===== src/rtl/grid_step_unit.sv =====
`default_nettype none
// ============================================================================
//  Module   : grid_step_unit
//  Purpose  : Computes the neighbouring grid location one step away from
//             currLoc in direction dir, flags edge wrap-around, and keeps a
//             load-enabled registered copy of the current location.
//  Ports    : clk       - clock, state updates on rising edge
//             rst       - synchronous active-low reset (clears locQ)
//             rgLd      - load enable for the X/Y location registers
//             dir[1:0]  - 00 Y-1, 01 X+1, 10 X-1, 11 Y+1
//             currLoc   - {X, Y} current location
//             nxtLoc    - {X, Y} after one step (combinational)
//             cntReach  - selected coordinate wraps past the grid edge
//             co        - carry-out of the step adder
//             locQ      - registered {X, Y}
//  Revision : 1.0 - initial release
// ============================================================================

// ---------------------------------------------------------------------------
//  gsu_adder : W-bit adder with carry-in and carry-out
// ---------------------------------------------------------------------------
module gsu_adder #(
  parameter int W = 4
) (
  input  logic [W-1:0] a_i,
  input  logic [W-1:0] b_i,
  input  logic         ci_i,
  output logic [W-1:0] sum_o,
  output logic         co_o
);
  assign {co_o, sum_o} = {1'b0, a_i} + {1'b0, b_i} + {{W{1'b0}}, ci_i};
endmodule

// ---------------------------------------------------------------------------
//  gsu_mux2 : W-bit 2:1 mux, sl_i = 1 selects in1_i
// ---------------------------------------------------------------------------
module gsu_mux2 #(
  parameter int W = 4
) (
  input  logic [W-1:0] in0_i,
  input  logic [W-1:0] in1_i,
  input  logic         sl_i,
  output logic [W-1:0] y_o
);
  assign y_o = sl_i ? in1_i : in0_i;
endmodule

// ---------------------------------------------------------------------------
//  gsu_reg : W-bit load-enabled register, synchronous active-low reset
// ---------------------------------------------------------------------------
module gsu_reg #(
  parameter int W = 4
) (
  input  logic         clk,
  input  logic         rst,
  input  logic         ld_i,
  input  logic [W-1:0] d_i,
  output logic [W-1:0] q_o
);
  logic [W-1:0] data_q;
  logic [W-1:0] data_d;

  assign data_d = ld_i ? d_i : data_q;

  always_ff @(posedge clk) begin
    if (!rst) begin
      data_q <= '0;
    end else begin
      data_q <= data_d;
    end
  end

  assign q_o = data_q;
endmodule

// ---------------------------------------------------------------------------
//  grid_step_unit : top level
// ---------------------------------------------------------------------------
module grid_step_unit #(
  parameter int COORD_W = 4
) (
  input  logic                 clk,
  input  logic                 rst,
  input  logic                 rgLd,
  input  logic [1:0]           dir,
  input  logic [2*COORD_W-1:0] currLoc,
  output logic [2*COORD_W-1:0] nxtLoc,
  output logic                 cntReach,
  output logic                 co,
  output logic [2*COORD_W-1:0] locQ
);
  logic [COORD_W-1:0] x;
  logic [COORD_W-1:0] y;
  logic               sl;
  logic [COORD_W-1:0] addTo;
  logic [COORD_W-1:0] operand;
  logic [COORD_W-1:0] res;
  logic [COORD_W-1:0] wrapChk;
  logic [COORD_W-1:0] xQ;
  logic [COORD_W-1:0] yQ;

  assign x = currLoc[2*COORD_W-1:COORD_W];
  assign y = currLoc[COORD_W-1:0];

  // Directions 01/10 move along X, 00/11 along Y.
  assign sl = dir[1] ^ dir[0];

  // dir[0] picks the sign: +1, or -1 as the all-ones two's complement.
  assign operand = dir[0] ? {{(COORD_W-1){1'b0}}, 1'b1} : {COORD_W{1'b1}};

  gsu_mux2 #(.W(COORD_W)) u_mux (
    .in0_i (y),
    .in1_i (x),
    .sl_i  (sl),
    .y_o   (addTo)
  );

  gsu_adder #(.W(COORD_W)) u_add (
    .a_i   (addTo),
    .b_i   (operand),
    .ci_i  (1'b0),
    .sum_o (res),
    .co_o  (co)
  );

  // Zero here means an increment from all-ones or a decrement from zero,
  // i.e. the step crosses the grid edge.
  assign wrapChk  = addTo + {{(COORD_W-1){1'b0}}, dir[0]};
  assign cntReach = (wrapChk == '0);

  assign nxtLoc = sl ? {res, y} : {x, res};

  gsu_reg #(.W(COORD_W)) u_reg_x (
    .clk  (clk),
    .rst  (rst),
    .ld_i (rgLd),
    .d_i  (x),
    .q_o  (xQ)
  );

  gsu_reg #(.W(COORD_W)) u_reg_y (
    .clk  (clk),
    .rst  (rst),
    .ld_i (rgLd),
    .d_i  (y),
    .q_o  (yQ)
  );

  assign locQ = {xQ, yQ};
endmodule
`default_nettype wire


===== config.mk =====
export PLATFORM = sky130hd
export DESIGN_NAME = grid_step_unit
export DESIGN_NICKNAME = d
export VERILOG_FILES = /design/src/rtl/grid_step_unit.sv
export SDC_FILE = /design/constraint.sdc
export NUM_CORES = 1
export LEC_CHECK = 0
export CORE_MARGIN = 2
export CORE_UTILIZATION = 36
export CTS_CLUSTER_SIZE = 14
export DETAILED_ROUTE_END_ITERATION = 12
export PLACE_DENSITY = 0.78
export SETUP_SLACK_MARGIN = 0.2
export SLEW_MARGIN = 20
export SYNTH_ARGS = -nofsm -noshare
export SYNTH_HDL_FRONTEND = slang
export SYNTH_SLANG_ARGS = --single-unit
export TNS_END_PERCENT = 50

===== constraint.sdc =====
create_clock -name clk -period 3 [get_ports clk]
set_clock_uncertainty 0.05 [all_clocks]
set_input_delay 0.6 -clock clk [delete_from_list [all_inputs] [get_ports clk]]
set_output_delay 0.6 -clock clk [all_outputs]
set_load 0.02 [all_outputs]

==> Word-level counts from Yosys, hierarchy flattened <==
Index checks and enable logic that the tools add are counted.
W data, S select, Z words.
{ "op_classes": {"n_addsub": 2, "multipliers": 0, "div_mod_pow": 0, "n_lt_le_gt_ge": 0, "n_eq_ne": 0, "shifts": 0, "n_mux": 3, "bitwise_logic": 1, "reduce_logical": 1} }
{ "ops": {"columns": ["op", "n"], "rows": [
  ["$mux W4", 2],
  ["$mux W8", 1],
  ["$add A4 B4 Y5", 1],
  ["$add A4 B1 Y4", 1],
  ["$logic_not A4 Y1", 1],
  ["$xor A1 B1 Y1", 1]
]} }
{ "word_totals": {"reg_bits": 8, "latchBits": 0, "mem_bits_rw": 0, "rom_bits": 0, "inputBits": 13, "out_inout_bits": 18, "elab_cells": 9, "n_memories": 0} }

==> Longest topological paths before layout <==
Gate-level depths: netlist of the first run.
{ "depth": {"ltp_word": 4, "ltp_mapped": 8, "ltp_nobuf": 7} }

==> By module <==
A second synthesis of the first run with hierarchy kept.
{ "unflattened": {"hier_cells": 68, "hier_area_um2": 694.4} }
{ "modules_own_cells": {"columns": ["module", "n_inst", "cells_per_inst", "area_per_inst_um2", "seq_area_each_um2"], "rows": [
  ["gsu_reg", 2, 13, 156.4, 80.1],
  ["grid_step_unit", 1, 22, 192.7, 0.0],
  ["gsu_adder", 1, 16, 143.9, 0.0],
  ["gsu_mux2", 1, 4, 45.0, 0.0]
]} }

==> Worst setup path after synthesis of the first run <==
Ideal clock, no wire load.
{ "synth_timing": {"kind": "input to output", "start": "input dir[0]", "end": "output cntReach", "arrival_time_ns": 2.706, "required_ns": 2.350, "setup_slack_ns": -0.356, "cell_stages": 7, "n_path_buf": 1, "cell_sequence": "xor2_1 -> buf_2 -> mux2_1 -> ha_1 -> ha_1 -> o211a_1 -> a2111oi_2"} }
{ "synth_between": {"elab_chain_cells": 4} }
{ "synth_rtl": {"columns": ["element", "line", "source"], "rows": [
  ["from (decl)", "85", "input logic [1:0] dir,"],
  ["$xor A1 B1 Y1", "106", "assign sl = dir[1] ^ dir[0];"],
  ["$mux W4", "45", "assign y_o = sl_i ? in1_i : in0_i;"],
  ["$add A4 B1 Y4 *", "128", "assign wrapChk = addTo + {{(COORD_W-1){1'b0}}, dir[0]};"],
  ["$logic_not A4 Y1 *", "129", "assign cntReach = (wrapChk == '0);"],
  ["to (decl)", "88", "output logic cntReach,"]
]} }
Every way passes the cells marked *; elsewhere a longest branch is shown, timed or not.

==> Worst setup path in the final report of the first run <==
{ "layout_timing": {"start": "input dir[1]", "end": "output nxtLoc[7]"} }
{ "layout_between": {"elab_chain_cells": 4} }
{ "layout_rtl": {"columns": ["element", "line", "source"], "rows": [
  ["$xor A1 B1 Y1 *", "106", null],
  ["$mux W4", "45", null],
  ["$add A4 B4 Y5", "31", "assign {co_o, sum_o} = {1'b0, a_i} + {1'b0, b_i} + {{W{1'b0}}, ci_i};"],
  ["$mux W8 *", "131", "assign nxtLoc = sl ? {res, y} : {x, res};"],
  ["to (decl)", "87", "output logic [2*COORD_W-1:0] nxtLoc,"]
]} }
Marked as above.

==> results by group, run 1 <==
CTS
  – Root Driver: clkbuf_4
  – CTS tree: yes
  – Total CTS buffers: 3
  – Htree depth: 1
  – CTS sink cnt: 8
  – Max Root-Sink Buffers: 2
  – Clock slew at reported path FFs: 0.05 ns
  – Clk_lat worst skew: 0.25 ns

Yosys
  – Sequential area share after synthesis: 23.9%
  – Main area contributors after synthesis: dfxtp_1 24%, mux2i_1 12%, ha_1 9.3%, nor2b_1 7.5%, xnor2_1 5.2%
  – Synth unique cells: 28
  – Number of flops mapped to enable cells by yosys: 0
  – Main combinational cell family by area after synthesis: multiplexers
  – Mapped Avg Cell Area: 9.05 um^2
  – Simple-Gate Fraction of Synth Area: 17.9%
  – Post-synthesis adder-cell area fraction: 12.3%
  – Post-Synth XOR/XNOR Area: 7.85%
  – Post-Synthesis Cells: 74
  – YS warnings: 0
  – Multiplexer area fraction after synthesis: 20.9%
  – Compound-Gate Fraction of Synth Area: 13.8%
  – Yosys top cell area share: 23.9%
  – Syn_nets: 93
  – Top FF cell, synth: dfxtp_1
  – Fraction of registers with async set/reset: 0%
  – Mapped cell area: 669 um^2
  – Post-synthesis register bit count: 8
  – Synth area leader: dfxtp_1

Power and ir drop
  – Sw power: 0.000185 W
  – Maximum vdd ir drop: 0.329 mV
  – Seq pwr share: 22.7%
  – Combinational power share: 61.9%
  – PwrDens: 391 nW/um^2
  – Clk network pwr share: 15.4%
  – Pwr Total: 0.000511 W
  – Internal power: 0.000326 W
  – Switching Fraction: 36.1%
  – P_leak: 0.582 nW

Setup path
  – CP Class: primary input to output pin
  – Startpoint types: primary input
  – Crit path capture type: output pin
  – Worst Path Required: 2.35 ns
  – Max incr delay on CP: 0.31 ns
  – Worst Path Buf+Inv: 3
  – CP top delay family: buffers and inverters
  – Worst setup path startpoint: dir[1]
  – Slowest cell on crit path: mux2_4
  – Critical path, cell by cell: buf_8, xor2_4, buf_6, mux2_4, ha_4, a21oi_4, nand2_2, xnor2_2, a21oi_2, buf_4
  – CP max FO: 4
  – R2r startpoint: u_reg_x.q_o[0]$_SDFFE_PN0P_
  – WP data arrival: 2.31 ns

Global routing
  – Initial antenna violation count: 0
  – Vias in the first global route: 698
  – Grt ovf: 0
  – Met3 GRT Util: 5.00%
  – Total track usage: 20.8%
  – Met2 Use GR: 36.2%
  – Most Used Layer, Global Route: met2
  – Met1 usage: 26.0%
  – First-pass GRT wire length: 3180 um
  – Largest net degree at the start of global routing: 14

STA
  – Setup_tns: 0 ns
  – RSZ-0062 raised after global routing: true
  – Worst-margin pin slew: 0.441 ns
  – Tmin final: 2.96 ns
  – Worst setup margin: 0.0362 ns
  – Final Hold Vio Count: 0
  – Fmax: 0.337 GHz
  – Final slew viol count: 0
  – Rel. slew slack: 70.5%
  – Period utilisation layout: 98.8%
  – Final setup violation count: 0

Route
  – DR vias: 731
  – # DRC: 0
  – Routed WL: 2120 um
  – DRT antenna net count: 0
  – Initial drt markers: 20
  – Vias per cell: 4.87
  – TritonRoute pass-1 iters: 4
  – Detailed-route wire length per cell: 14.1 um

Layout
  – Area grow syn2layout: 95.3%
  – Post-Layout Inst Area: 1310 um^2
  – Most common cell after layout, fill and taps aside: buf_4
  – Most frequent cells in the layout: 24 x buf_4, 18 x clkdlybuf4s50_1, 8 x mux2i_1, 8 x nor2b_1, 8 x dfxtp_1
  – Inserted Diodes: 0
  – Finished Layout Cells: 150
  – Fill cells: 142
  – Fraction of layout cells with a size suffix above 1: 43.2%
  – Multi-input gate area: 628 um^2
  – Sequential Area: 160 um^2
  – Final-stage net count: 146

Floorplan
  – I/O pins: 31
  – Chip Height: 47.1 um
  – Die ar.: 2220 um^2
  – Core area: 1750 um^2
  – Die X: 47.1 um
  – # rows: 15
  – Initial Utilization: 38.4%

Place
  – Global placement routability congestion: 0.858
  – DP HPWL: 1570 um
  – Post-placement cell count: 144
  – DP Area: 1200 um^2
  – IO buf count: 30
  – Dpl ws: -0.913 ns

Run status
  – Status: finished clean

Worst hold path
  – HP Class: flop to flop
  – Hold path startpoint: u_reg_x.q_o[3]$_SDFFE_PN0P_

Job
  – Max cap viols: 0
## state kept, by name, indices dropped and copies added (netlist names)
register and flops:
u_reg_x.q_o 4, u_reg_y.q_o 4
## final timing paths
| kind | depth (start not counted) | to | slack (ns) |
|---|---|---|---|
| worst max-delay path | 10 | nxtLoc[7] | 0.04 |
| worst min-delay path | 2 | u_reg_x.q_o[3]$_SDFFE_PN0P_ | 0.47 |
| worst min register to register | 2 | u_reg_x.q_o[3]$_SDFFE_PN0P_ | 0.47 |
| worst max register to register | 2 | u_reg_x.q_o[0]$_SDFFE_PN0P_ | 2.34 |
## through the flow
step	hold WS [ns]	utilization, %
after floorplan	0.540	-
after global placement	0.449	68.6
after detailed placement	0.458	68.6
after CTS	0.474	72.3
after global routing	0.497	74.9
final	0.467	74.9
## worst register-to-register path, delay by kind of cell, from the launching register on
family        cells  cell delay (ns)
flops             1             0.32
mux               1             0.12
simple gates      1             0.06
## final cells by class
type | instances | share of cell area, %
repair buffers | 51 | 35.0
clock buffers | 3 | 1.72
multi-input cells | 61 | 48.0
inverters | 2 | 0.574
flip-flops and latches | 8 | 12.2
well taps | 25 | 2.39
## synth_stat cells (2+ instances only)
| cell | count |
|---|---|
| nand3_1 | 2 |
| nand2_1 | 6 |
| xor2_1 | 2 |
| a21oi_1 | 4 |
| mux2i_1 | 8 |
| dfxtp_1 | 8 |
| nor2b_1 | 8 |
| mux2_1 | 2 |
| xnor2_1 | 4 |
| inv_1 | 2 |
| a21o_1 | 2 |
| o21ai_0 | 2 |
| ha_1 | 5 |
| mux2_2 | 2 |
| buf_2 | 2 |
| nor2_1 | 3 |
## routing by layer
metal	share of wire [%]	wire (um)
met1	44	941
met2	51	1070
met3	4.4	94
met4	0.47	10
met5	0	0
## logic make-up after synthesis
family / Yosys count
buffers and inverters: 5
adders and majority gates: 6
muxes: 13
DFF: 8
AOI/OAI and AO/OA: 13
and+or+nand+nor: 23
xor gates and xnor gates: 6
## power by group through the flow
stage / registers (W) / logic [W] / clock network [W]
2_1_floorplan: 0.000126 / 0.000153 / 0
3_3_place_gp: 0.000118 / 0.000278 / 0
3_5_place_dp: 0.000118 / 0.000283 / 0
4_1_cts: 0.000116 / 0.000299 / 0.0000827
5_1_grt: 0.000116 / 0.000338 / 0.0000888
6_report: 0.000116 / 0.000316 / 0.0000785
## what timing repair did
| action | in CTS | in global routing |
|---|---|---|
| endpoints found under the setup margin | 10 | 8 |
| hold buffers | 0 | 0 |
| setup buffers | 2 | 1 |
| gates resized for setup | 65 | 6 |
| pin swaps | 11 | 10 |
No activity file was read; power rests on OpenSTA's default activity.
==> run 2: changes to the inputs <==
--- a/config.mk
+++ b/config.mk
@@ -5,6 +5,7 @@
 export SDC_FILE = /design/constraint.sdc
 export NUM_CORES = 1
 export LEC_CHECK = 0
+export CAP_MARGIN = 20
 export CORE_MARGIN = 2
 export CORE_UTILIZATION = 36
 export CTS_CLUSTER_SIZE = 14
==> results of run 2 <==
The final DEF is identical to that of run 1; final timing and power are the same.
